--- config.mk ---
export PLATFORM = sky130hd
export DESIGN_NAME = hmmm_core_flat
export DESIGN_NICKNAME = d
export VERILOG_FILES = /design/src/rtl/hmmm_mem_if.sv /design/src/rtl/hmmm_core.sv /design/src/flat_wrapper.sv
export SDC_FILE = /design/constraint.sdc
export NUM_CORES = 1
export LEC_CHECK = 0
export ABC_AREA = 1
export BUFFER_PORTS_ARGS = -buffer_cell sky130_fd_sc_hd__buf_2
export CAP_MARGIN = 10
export CORE_MARGIN = 2
export CORE_UTILIZATION = 56
export DETAILED_ROUTE_END_ITERATION = 12
export PLACE_DENSITY = 0.73
export SYNTH_ARGS = -nofsm -noshare
export SYNTH_HDL_FRONTEND = slang
export SYNTH_SLANG_ARGS = --single-unit
--- constraint.sdc ---
create_clock -name ph1 -period 4 [get_ports ph1]
set_clock_uncertainty 0.2 [all_clocks]
set_input_delay 0.2 -clock ph1 [delete_from_list [all_inputs] [get_ports ph1]]
set_output_delay 0.2 -clock ph1 [all_outputs]
set_load 0.05 [all_outputs]
--- src/rtl/hmmm_mem_if.sv ---
// Unified instruction/data memory port of the HMMM core.
// The core is the master. The memory answers with a single mem_ready that allows wait states.
interface hmmm_mem_if #(
  parameter int WIDTH = 8,
  parameter int IW    = 15
);
  logic             mem_req;
  logic             mem_we;
  logic [WIDTH-1:0] mem_adr;
  logic [WIDTH-1:0] mem_wdata;
  logic [IW-1:0]    mem_rdata;
  logic             mem_ready;

  modport master (
    output mem_req, mem_we, mem_adr, mem_wdata,
    input  mem_rdata, mem_ready
  );

  modport slave (
    input  mem_req, mem_we, mem_adr, mem_wdata,
    output mem_rdata, mem_ready
  );
endinterface

--- src/rtl/hmmm_core.sv ---
// Multi-cycle HMMM core: FETCH -> EXEC -> (MEM) -> FETCH, with r0 hardwired to zero.
// Memory accesses use ready/valid handshaking and may take any number of wait states.
module hmmm_core #(
  parameter int WIDTH = 8,
  parameter int NREGS = 8
) (
  input  logic       ph1,
  input  logic       reset,
  hmmm_mem_if.master mem,
  output logic       halted
);
  localparam int RB = $clog2(NREGS);
  localparam int IW = 4 + RB + WIDTH;

  typedef enum logic [1:0] {FETCH, EXEC, MEM, HALT} state_t;

  state_t                        state_q, state_d;
  logic [WIDTH-1:0]              pc_q, pc_d, pc_inc;
  logic [IW-1:0]                 ir_q, ir_d;
  logic [NREGS-1:0][WIDTH-1:0]   regs_q;

  logic [3:0]       op;
  logic [RB-1:0]    rx_idx, ry_idx, rz_idx;
  logic [WIDTH-1:0] imm, rx_v, ry_v, rz_v;
  logic             taken, wr_en;
  logic [WIDTH-1:0] wr_data;
  logic             req, we;
  logic [WIDTH-1:0] adr, wdata;

  assign op     = ir_q[IW-1:IW-4];
  assign rx_idx = ir_q[IW-5:WIDTH];
  assign imm    = ir_q[WIDTH-1:0];
  assign ry_idx = imm[WIDTH-1 -: RB];
  assign rz_idx = imm[WIDTH-RB-1 -: RB];
  assign rx_v   = (rx_idx == '0) ? '0 : regs_q[rx_idx];
  assign ry_v   = (ry_idx == '0) ? '0 : regs_q[ry_idx];
  assign rz_v   = (rz_idx == '0) ? '0 : regs_q[rz_idx];
  assign pc_inc = pc_q + WIDTH'(1);

  always_comb begin
    taken = 1'b0;
    case (op)
      4'h8:    taken = (rx_v == '0);
      4'h9:    taken = (rx_v != '0);
      4'hA:    taken = !rx_v[WIDTH-1] && (rx_v != '0);
      4'hB:    taken = rx_v[WIDTH-1];
      default: taken = 1'b0;
    endcase
  end

  always_comb begin
    state_d = state_q;
    pc_d    = pc_q;
    ir_d    = ir_q;
    wr_en   = 1'b0;
    wr_data = '0;
    req     = 1'b0;
    we      = 1'b0;
    adr     = '0;
    wdata   = '0;
    case (state_q)
      FETCH: begin
        req = 1'b1;
        adr = pc_q;
        if (mem.mem_ready) begin
          ir_d    = mem.mem_rdata;
          state_d = EXEC;
        end
      end
      EXEC: begin
        state_d = FETCH;
        pc_d    = pc_inc;
        case (op)
          4'h0:        begin state_d = HALT; pc_d = pc_q; end
          4'h1:        begin wr_en = 1'b1; wr_data = imm; end
          4'h2, 4'h3:  begin state_d = MEM; pc_d = pc_q; end
          4'h4:        begin wr_en = 1'b1; wr_data = rx_v + imm; end
          4'h5:        begin wr_en = 1'b1; wr_data = ry_v + rz_v; end
          4'h6:        begin wr_en = 1'b1; wr_data = ry_v - rz_v; end
          4'h7:        begin wr_en = 1'b1; wr_data = '0 - ry_v; end
          4'h8, 4'h9, 4'hA, 4'hB: if (taken) pc_d = imm;
          4'hC:        pc_d = imm;
          4'hD:        pc_d = rx_v;
          4'hE:        begin wr_en = 1'b1; wr_data = pc_inc; pc_d = imm; end
          default:     ;
        endcase
      end
      MEM: begin
        req   = 1'b1;
        we    = (op == 4'h3);
        adr   = ry_v;
        wdata = we ? rx_v : '0;
        if (mem.mem_ready) begin
          wr_en   = !we;
          wr_data = mem.mem_rdata[WIDTH-1:0];
          pc_d    = pc_inc;
          state_d = FETCH;
        end
      end
      default: ;
    endcase
  end

  // Reset is folded into the outputs, which stay quiet while reset is held even though the state is FETCH.
  assign mem.mem_req   = req & ~reset;
  assign mem.mem_we    = we & ~reset;
  assign mem.mem_adr   = reset ? '0 : adr;
  assign mem.mem_wdata = reset ? '0 : wdata;
  assign halted        = (state_q == HALT) & ~reset;

  always_ff @(posedge ph1 or posedge reset) begin
    if (reset) begin
      state_q <= FETCH;
      pc_q    <= '0;
      ir_q    <= '0;
    end else begin
      state_q <= state_d;
      pc_q    <= pc_d;
      ir_q    <= ir_d;
    end
  end

  always_ff @(posedge ph1 or posedge reset) begin
    if (reset)                          regs_q         <= '0;
    else if (wr_en && rx_idx != '0)     regs_q[rx_idx] <= wr_data;
  end
endmodule

--- src/flat_wrapper.sv ---
// flat-port wrapper written by rule: the top's interface ports become plain ports
module hmmm_core_flat 
#(
  parameter int WIDTH = 8,
  parameter int NREGS = 8
)
  (ph1, reset, halted, mem_mem_req, mem_mem_we, mem_mem_adr, mem_mem_wdata, mem_mem_rdata, mem_mem_ready);
  hmmm_mem_if #(.WIDTH(WIDTH), .IW(15)) mem_i ();
  input  logic ph1;
  input  logic reset;
  output logic halted;
  output wire logic [$bits(mem_i.mem_req)-1:0] mem_mem_req;
  output wire logic [$bits(mem_i.mem_we)-1:0] mem_mem_we;
  output wire logic [$bits(mem_i.mem_adr)-1:0] mem_mem_adr;
  output wire logic [$bits(mem_i.mem_wdata)-1:0] mem_mem_wdata;
  input wire logic [$bits(mem_i.mem_rdata)-1:0] mem_mem_rdata;
  input wire logic [$bits(mem_i.mem_ready)-1:0] mem_mem_ready;
  assign mem_mem_req = mem_i.mem_req;
  assign mem_mem_we = mem_i.mem_we;
  assign mem_mem_adr = mem_i.mem_adr;
  assign mem_mem_wdata = mem_i.mem_wdata;
  assign mem_i.mem_rdata = mem_mem_rdata;
  assign mem_i.mem_ready = mem_mem_ready;
  hmmm_core #(.WIDTH(WIDTH), .NREGS(NREGS)) u_core (.ph1(ph1), .reset(reset), .mem(mem_i), .halted(halted));
endmodule
==> metrics.csv <==
stage,metric,value,unit
place,GP Congestion,1.04,
yosys,synthesized area,7400,µm²
drt,vias per std cell,5.77,
drt,average wire per standard cell,17.8,µm
yosys,synthesized instance count,1192,
yosys,most frequent cells after synthesis,"nand2_1, inv_1, nand3_1",
sta,part of the cycle the worst path needs,92.5,%
setup_path,CP Cell Sequence,clkinv_1 -> nand3_1 -> nand3_1 -> ha_1 -> o21ai_0 -> ha_1 -> nand3_1 -> nand2_1 -> a21o_1 -> a21oi_1 -> xor2_1 -> nor2_1 -> nor2_1 -> nand2_1 -> nand2_4 -> nand3_1 -> o21ai_0 -> inv_1,
setup_path,worst reg-to-reg path cell count,18,
final_layout,area grow syn2layout,11.8,%
cts,Clock Latency Late Sink,0.36,ns
cts,Clock Tree Buf Depth,2,
sta,setup violators final,0,
yosys,Async SR Flop Fraction,100,%
sta,f_max,270,MHz
drt,final WL,25.1,mm
cts,CTS clock-pin slew for the worst setup and hold paths,0.07,ns
die,# rows,41,
final_layout,Filler cells,1219,
place,number of port buffers,36,
final_layout,area occupied by multi-input gates,4240,µm²
setup_path,highest net fanout along the worst path,7,
place,HPWL Detailed,18.8,mm
sta,Slew Limit Fails,0,
yosys,Syn Nets,1233,
min_path,Hold Path Cell Cnt,3,
yosys,number of synthesized register bits,89,
drt,TritonRoute pass-1 iters,7,
setup_path,Setup CP Type,reg2reg,
yosys,YS warnings,0,
die,core region area,12800,µm²
setup_path,Most common cell on crit path,nand3_1,
drt,wl on met1,10.8,mm
status,outcome,finished clean,
setup_path,Critical Path Slowest Stage Cell,dfrtp_1,
die,Ports,37,
yosys,"EDFF count, synth",0,
drt,initial drt markers,1172,
final_layout,register area,2230,µm²
grt,initial antenna violation count,0,
setup_path,crit end category,flip-flop,
cts,# clock sinks,89,
sta,setup_tns,0,ns
sta,Tmin final,3.70,ns
cts,CTS tree,yes,
final_layout,# diodes,0,
drt,DRC violations left,0,
die,starting density of the core,57.9,%
setup_path,startpoint types,flip-flop,
grt,first-pass GRT wire length,40.3,mm
yosys,syn_area_per_cell,6.21,µm²
die,Die ar.,14100,µm²
grt,largest net degree at the start of global routing,80,
yosys,post-synth top area share,30.1,%
yosys,count of unique library cells instantiated by Yosys,41,
setup_path,WP data arrival,3.75,ns
grt,Overall Global Routing Usage,36.8,%
sta,Slew headroom,30.6,%
die,width of the die,119,µm
final_layout,share of cells above drive strength 1,9.69,%
cts,H-tree levels,3,
yosys,"Primary FF master, synth",dfrtp_1,
yosys,"count leader, synth",nand2_1,
yosys,most area-hungry cell type in the Yosys netlist,dfrtp_1,
run,maxcap violations,0,
final_layout,nets,1275,
cts,root buffer cell,clkbuf_16,
drt,Antenna Violating Nets Remaining,0,
sta,RSZ-0062 raised after global routing,false,
grt,number of global-route vias before repair,7515,
setup_path,Critical Path RT,4.05,ns
cts,TritonCTS buffer count,9,
sta,final hold viol count,0,
grt,GR Overflow Total,0,
sta,Tightest Pin Transition,1.04,ns
min_path,Worst Hold Class,in2reg,
drt,Vias,8144,
setup_path,CP peak stage delay,0.35,ns
drt,max layer used,met4,
yosys,synth top area cells,"dfrtp_1, nand2_1, inv_1",
yosys,sequential-to-total area share from yosys stat,30.1,%
drt,WL met3,2.95,mm
die,height of the die,119,µm
drt,metal2 WL,10.5,mm
## timing repair
item	4_1_cts	5_1_grt
gates resized for setup	0	9
hold buffers	15	0
setup endpoints to repair	0	29
setup buffers	0	0
endpoints found under the hold margin	24	0
## sequential cells by signal (all words and copies together), names as in the netlist
name / flops
u_core.regs_q: 64
u_core.ir_q: 15
u_core.pc_q: 8
u_core.state_q: 2
## critical path, delay by kind of cell, from the launching register on
| kind | cells | cell delay (ns) |
|---|---|---|
| AO/OA/AOI/OAI | 4 | 0.78 |
| XOR/XNOR | 1 | 0.16 |
| adder cells (fa/ha/maj) | 2 | 0.65 |
| buffers and inverters | 2 | 0.29 |
| flip-flops | 1 | 0.35 |
| AND/OR/NAND/NOR | 9 | 1.17 |
## cells in the final DEF, fill, tap and decap left out, types with 15 or more instances in the layout
master         instances
ha_1                  21
buf_4                 32
dlygate4sd3_1         15
inv_1                168
buf_2                 36
a21oi_1               59
o21ai_1               29
dfrtp_1               87
nor2_1                69
o211ai_1              23
nand3_1              113
o21ai_0              101
nand2_1              379
## layout make-up
type	count	share of cell area, %
timing repair buffer	88	7.89
multi-input combinational	871	51.2
clock buffer	11	2.93
sequential	89	27.0
tap	172	2.60
clock inverter	5	0.454
inverter	175	7.96
## logic make-up (layout without fill, tap and decap cells)
logic type,Yosys count,after routing,share of synthesized area (%)
AO/OA/AOI/OAI,247,247,18.8
flip-flops,89,89,30.1
adder cells (fa/ha/maj),23,23,4.09
XOR/XNOR,10,10,1.18
AND/OR/NAND/NOR,591,591,33.0
buffers and inverters,232,279,12.9
## final timing paths
check / start / endpoint / slack (ns)
max: u_core.ir_q[4]$_DFFE_PP0P_ / u_core.regs_q[13]$_DFFE_PP0P_ / 0.30
min: mem_mem_rdata[2] / u_core.ir_q[2]$_DFFE_PP0P_ / 0.009
max reg2reg: u_core.ir_q[4]$_DFFE_PP0P_ / u_core.regs_q[13]$_DFFE_PP0P_ / 0.30
min reg2reg: u_core.regs_q[2]$_DFFE_PP0P_ / u_core.regs_q[2]$_DFFE_PP0P_ / 0.18
max in group asynchronous: reset / u_core.ir_q[3]$_DFFE_PP0P_ / 2.12
min in group asynchronous: reset / u_core.pc_q[6]$_DFFE_PP0P_ / 0.13
## layer usage
| metal | up-vias | GRT usage (%) |
|---|---|---|
| li1 | 3919 | - |
| met1 | 3705 | 53.1 |
| met2 | 453 | 52.7 |
| met3 | 67 | 8.57 |
| met4 | 0 | 15.2 |
| met5 | - | 0 |
## through the flow
stage               area (µm²)  instances  util [%]  setup slack [ns]  hold WS (ns)
global placement          7820       1380      61.2             0.301       -0.0475
CTS                       8250       1411      64.6             0.169       0.00321
floorplan                 7400       1192         -            0.0745         0.147
detailed placement        7820       1380      61.2             0.184       -0.0393
global route              8270       1411      64.8           0.00243        0.0325
finish                    8270       1411      64.8             0.299       0.00930
Power is not shown: default switching activity piles up to over one toggle a cycle in this logic, so the estimate is an artifact.
